**src/rtl/if_unit.sv**
```systemverilog
// Instruction fetch unit: pc sequencing, in-order memory requests, 2-entry instruction FIFO, jump redirect with drain.
// Build option IF_UNIT_BYPASS_EN forwards a response straight to the output when the FIFO is empty.
module if_unit #(
    parameter logic [31:0] RESET_PC = 32'h0000_0000
) (
    input  logic        clk,
    input  logic        rst,
    input  logic        jump_en_i,
    input  logic [31:0] jump_addr_i,
    input  logic        hold_i,
    output logic        mem_req_o,
    output logic [31:0] mem_addr_o,
    input  logic        mem_gnt_i,
    input  logic        mem_rvalid_i,
    input  logic [31:0] mem_rdata_i,
    output logic        inst_valid_o,
    output logic [31:0] inst_o,
    output logic [31:0] inst_addr_o,
    input  logic        inst_ready_i
);

    localparam logic [1:0]  ST_IDLE  = 2'd0;
    localparam logic [1:0]  ST_FETCH = 2'd1;
    localparam logic [1:0]  ST_DRAIN = 2'd2;
    localparam logic [31:0] NOP_INST = 32'h0000_0013;

    logic [1:0]  r_state;
    logic [31:0] r_pc;
    logic [31:0] r_fifoInst [2];
    logic [31:0] r_fifoAddr [2];
    logic        r_rdPtr;
    logic        r_wrPtr;
    logic [1:0]  r_count;
    logic [1:0]  r_outstanding;
    logic [1:0]  r_discard;

    logic [1:0]  w_stateNext;
    logic [1:0]  w_outNext;
    logic [1:0]  w_discardNext;
    logic [2:0]  w_inFlight;
    logic [31:0] w_rspAddr;
    logic        w_fifoEmpty;
    logic        w_grant;
    logic        w_rsp;
    logic        w_accept;
    logic        w_bypass;
    logic        w_push;
    logic        w_pop;

    assign w_fifoEmpty = (r_count == 2'd0);
    assign w_inFlight  = {1'b0, r_count} + {1'b0, r_outstanding};

    // Credit check: every granted request must have a FIFO slot waiting for its response.
    assign mem_req_o  = !rst && (r_state == ST_FETCH) && !hold_i && !jump_en_i && (w_inFlight < 3'd2);
    assign mem_addr_o = r_pc;
    assign w_grant    = mem_req_o && mem_gnt_i;
    assign w_rsp      = mem_rvalid_i && (r_outstanding != 2'd0);

    // Responses return in order, so the oldest outstanding request sits 4*outstanding bytes behind pc.
    assign w_rspAddr = r_pc - {28'd0, r_outstanding, 2'b00};
    assign w_accept  = w_rsp && (r_state != ST_DRAIN) && !jump_en_i && !rst;

`ifdef IF_UNIT_BYPASS_EN
    assign w_bypass = w_accept && w_fifoEmpty && !hold_i;
`else
    assign w_bypass = 1'b0;
`endif

    assign inst_valid_o = !rst && !hold_i && (!w_fifoEmpty || w_bypass);
    assign w_pop        = inst_valid_o && inst_ready_i && !w_fifoEmpty && !jump_en_i;
    assign w_push       = w_accept && !(w_bypass && inst_ready_i);
    assign w_outNext    = r_outstanding + {1'b0, w_grant} - {1'b0, w_rsp};

    always_comb begin
        inst_o      = NOP_INST;
        inst_addr_o = r_pc;
        if (rst) begin
            inst_addr_o = RESET_PC;
        end else if (!w_fifoEmpty) begin
            inst_o      = r_fifoInst[r_rdPtr];
            inst_addr_o = r_fifoAddr[r_rdPtr];
        end else if (w_bypass) begin
            inst_o      = mem_rdata_i;
            inst_addr_o = w_rspAddr;
        end
    end

    // Responses that belong to the abandoned stream are counted off before fetching resumes.
    always_comb begin
        w_discardNext = r_discard;
        if (r_state == ST_DRAIN) begin
            if (w_rsp && (r_discard != 2'd0)) begin
                w_discardNext = r_discard - 2'd1;
            end
        end else if (jump_en_i) begin
            w_discardNext = w_outNext;
        end
    end

    always_comb begin
        w_stateNext = r_state;
        case (r_state)
            ST_IDLE:  w_stateNext = ST_FETCH;
            ST_FETCH: if (jump_en_i && (w_outNext != 2'd0)) w_stateNext = ST_DRAIN;
            ST_DRAIN: if (!jump_en_i && (w_discardNext == 2'd0)) w_stateNext = ST_FETCH;
            default:  w_stateNext = ST_IDLE;
        endcase
    end

    always_ff @(posedge clk) begin
        if (rst) begin
            r_state       <= ST_IDLE;
            r_pc          <= RESET_PC;
            r_rdPtr       <= 1'b0;
            r_wrPtr       <= 1'b0;
            r_count       <= 2'd0;
            r_outstanding <= 2'd0;
            r_discard     <= 2'd0;
        end else begin
            r_state       <= w_stateNext;
            r_outstanding <= w_outNext;
            r_discard     <= w_discardNext;
            if (jump_en_i) begin
                r_pc <= jump_addr_i & ~32'h3;
            end else if (w_grant) begin
                r_pc <= r_pc + 32'd4;
            end
            if (jump_en_i) begin
                r_rdPtr <= 1'b0;
                r_wrPtr <= 1'b0;
                r_count <= 2'd0;
            end else begin
                if (w_push) r_wrPtr <= ~r_wrPtr;
                if (w_pop)  r_rdPtr <= ~r_rdPtr;
                r_count <= r_count + {1'b0, w_push} - {1'b0, w_pop};
            end
        end
    end

    always_ff @(posedge clk) begin
        if (w_push) begin
            r_fifoInst[r_wrPtr] <= mem_rdata_i;
            r_fifoAddr[r_wrPtr] <= w_rspAddr;
        end
    end

endmodule

```
**config.mk**
```make
export PLATFORM = sky130hd
export DESIGN_NAME = if_unit
export DESIGN_NICKNAME = d
export VERILOG_FILES = /design/src/rtl/if_unit.sv
export SDC_FILE = /design/constraint.sdc
export NUM_CORES = 1
export LEC_CHECK = 0
export BUFFER_PORTS_ARGS = -buffer_cell sky130_fd_sc_hd__buf_2
export CAP_MARGIN = 20
export CORE_MARGIN = 2
export CORE_UTILIZATION = 55
export CTS_BUF_LIST = sky130_fd_sc_hd__clkbuf_16
export DETAILED_ROUTE_END_ITERATION = 12
export PLACE_DENSITY = 0.88
export SLEW_MARGIN = 20
export SYNTH_ARGS = -nofsm -noshare
export SYNTH_HDL_FRONTEND = slang
export SYNTH_SLANG_ARGS = --single-unit
```
**constraint.sdc**
```tcl
create_clock -name clk -period 6.2 [get_ports clk]
set_input_delay 1.24 -clock clk [delete_from_list [all_inputs] [get_ports clk]]
set_output_delay 1.24 -clock clk [all_outputs]
set_load 0.01 [all_outputs]
```
==> impl_metrics.py <==
metrics = {
    "status": {
        "outcome": "completed",
    },
    "timing": {
        "max_freq_ghz": 0.220,
        "finalSetupTns_ns": 0,
        "finClkSkew_ns": 0.00735,
        "hold_viol": 0,
        "worst_slew_pin_slew_ns": 0.906,
        "min_period_ns": 4.56,
        "rsz0062_at_grt": "false",
        "setup_viol": 0,
        "max_slew_margin_pct": 39.6,
        "drv_slew": 0,
        "worst_slack_ns": 1.64,
        "finalCritPeriodShare_pct": 73.5,
    },
    "finish": {
        "final_common_cell": "buf_2",
        "utilization_pct": 66.9,
        "final_cells": 1030,
        "fillers": 1068,
        "most-common-layout-cells": "buf_2 (162), edfxtp_1 (124), nor2_1 (68)",
        "syn_to_final_growth_pct": 18.1,
        "nets": 918,
        "fin_area_um2": 9320,
        "final_layout_size_suffix_gt1_share_pct": 25.9,
        "n_antenna_cell": 0,
    },
    "power": {
        "p_sw_share_pct": 24.7,
        "combPwrFrac_pct": 12.1,
        "p_sw_mw": 0.649,
        "internal_power_mw": 1.98,
        "power_density_nw_per_um2": 282,
        "p_seq_share_pct": 50.0,
        "peakVddDrop_mv": 0.146,
        "leakagePower_nw": 3.55,
        "clkPwrFrac_pct": 37.9,
    },
    "place": {
        "io_buffer_count": 162,
        "placed_cells": 997,
        "placed_cell_area_um2": 8740,
        "detailed_place_hpwl_um": 12100,
        "place_congestion": 0.857,
        "dpl_worst_slack_ns": 1.59,
    },
    "die": {
        "io_pins": 169,
        "die_area_um2": 15300,
        "dieWidth_um": 124,
        "core_um2": 13900,
        "initial_core_util_pct": 56.6,
        "fp-row-count": 43,
        "die_height_um": 124,
    },
    "route": {
        "vias_per_cell": 5.78,
        "antenna_left": 0,
        "wl_met3_um": 1580,
        "route.detailed.drc": 0,
        "wl_met1_um": 7360,
        "wirelength_um": 18100,
        "top_layer_used": "met4",
        "vias": 5953,
        "drtIter0Drc": 557,
        "wl_met2_um": 8810,
        "wl_per_cell_um": 17.6,
        "firstDrtPassIters": 5,
    },
    "global_route": {
        "antenna_found_initial": 0,
        "overflow": 0,
        "grt_pass1_vias": 5482,
        "grt.total_usage_pct": 24.0,
        "grt_max_degree": 66,
        "grt_pass1_wl_um": 27600,
    },
    "critical_path": {
        "r2r-end": "r_state[0]",
        "worstSetupEndpointType": "output port",
        "crit_required_ns": 4.96,
        "r2r_cells": 12,
        "r2r_setup_slack_ns": 2.34,
        "path_max_fanout": 46,
        "arrival_ns": 3.32,
        "r2r_start": "r_count[0]",
        "crit_type": "input port to output port",
        "worstSetupStartpointType": "input port",
    },
    "clock_tree": {
        "numCtsBuffers": 17,
        "postCtsResizedCells": 0,
        "cts_tree": "done",
        "cts_hold_buf": 0,
        "clk_latency_ns": 0.42,
        "clk_path_buf_depth": 2,
        "postCtsSetupBuffers": 0,
        "root_buffer": "clkbuf_16",
        "clkTransAtPathRegs_ns": 0.06,
        "numClockSinks": 165,
        "cts_max_level": 4,
    },
    "hold_path": {
        "hold_start": "r_rdPtr",
        "hp-class": "flop to flop",
        "min_path_cells": 2,
    },
    "logic_synthesis": {
        "yosys_register_bits": 165,
        "synthesis.area_um2": 7890,
        "synth.avg_cell_area_um2": 11.2,
        "ys.flop_type": "edfxtp_1",
        "synth_edf_count": 124,
        "yosys_warnings": 0,
        "yosysSeqAreaShare_pct": 57.6,
        "synth_top_area_share_pct": 47.2,
        "ys_async_sr_fraction_pct": 0,
        "syn_inst": 707,
        "yosysUniqueCellTypes": 56,
        "synth_top_area_cell": "edfxtp_1",
        "synth_area_leaders": "edfxtp_1 (47%), dfxtp_1 (10%), mux2i_1 (7.7%), nor2_1 (3.3%), nand2_1 (3.2%)",
    },
    "job": {
        "max-cap-violations": 0,
    },
}
final cells by class:
| type | instances | area [µm²] | area share, % |
|---|---|---|---|
| Inverter | 17 | 63.8 | 0.685 |
| Timing Repair Buffer | 169 | 876 | 9.40 |
| Multi-Input combinational cell | 467 | 3040 | 32.7 |
| Clock inverter | 13 | 85.1 | 0.913 |
| Clock buffer | 19 | 475 | 5.10 |
| Tap cell | 180 | 225 | 2.42 |
| Sequential cell | 165 | 4550 | 48.8 |
cells by family after synthesis:
group                      Yosys count  synth area share, %
AOI/OAI and AO/OA                  103                 7.72
xor gates and xnor gates            41                 4.55
adders and majority gates           10                 1.78
buffers and inverters               78                 4.39
DFF                                165                 57.6
muxes                               65                 8.31
other                                1               0.0475
and+or+nand+nor                    244                 15.6
cell usage after synthesis, drive strengths merged, types with 4 or more instances:
| cell | n |
|---|---|
| nor4 | 8 |
| a211oi | 6 |
| xor2 | 19 |
| nand4 | 12 |
| edfxtp | 124 |
| ha | 8 |
| nor2 | 69 |
| or2 | 5 |
| clkbuf | 35 |
| nor2b | 5 |
| nor3 | 22 |
| mux2i | 61 |
| or4 | 7 |
| inv | 17 |
| or3 | 10 |
| and4 | 5 |
| a31oi | 17 |
| a21oi | 17 |
| nand2 | 67 |
| o21ai | 46 |
| mux2 | 4 |
| and2 | 7 |
| dfxtp | 41 |
| buf | 26 |
| nand3 | 11 |
| xnor2 | 22 |
power groups by stage:
stage	combinational (mW)	sequential, mW	clock, mW
after floorplan	0.230	1.31	0
after global placement	0.302	1.33	0
after detailed placement	0.314	1.34	0
after CTS	0.318	1.31	1.01
after global routing	0.353	1.32	1.05
final	0.319	1.31	0.996
metrics by stage:
stage	total power, mW	hold slack (ns)
after floorplan	1.54	0.520
after global placement	1.64	0.530
after detailed placement	1.65	0.555
after CTS	2.64	0.584
after global routing	2.73	0.625
final	2.63	0.579
per-layer routing:
metal	vias to the layer above	GRT usage (%)
met4	0	11.0
met2	299	38.7
met1	2815	30.8
li1	2808	-
met5	-	0
met3	31	5.49
how the worst max path moves through the flow:
stage               startpoint                end  slack, ns  cells after the start
floorplan            jump_en_i  r_fifoAddr[0][10]       1.32                      5
detailed placement         rst         r_state[0]       1.59                     11
CTS                        rst    inst_addr_o[31]       1.68                      5
finish                     rst    inst_addr_o[17]       1.64                      5
global placement           rst         r_state[0]       1.61                     11
global route               rst    inst_addr_o[17]       1.51                      5
state kept, by name, summed over array words and instances, names as in the netlist, named ones only:
signal	flops
r_fifoInst	64
r_fifoAddr	60
mem_addr_o	30
r_count	2
r_discard	2
r_outstanding	2
r_state	2
r_rdPtr	1
r_wrPtr	1
critical path: stages:
cell	delay, ns
buf_2	0.66
o21bai_4	0.45
buf_4	0.48
o21ai_0	0.23
buf_2	0.19
(Power assumes the default switching activity.)
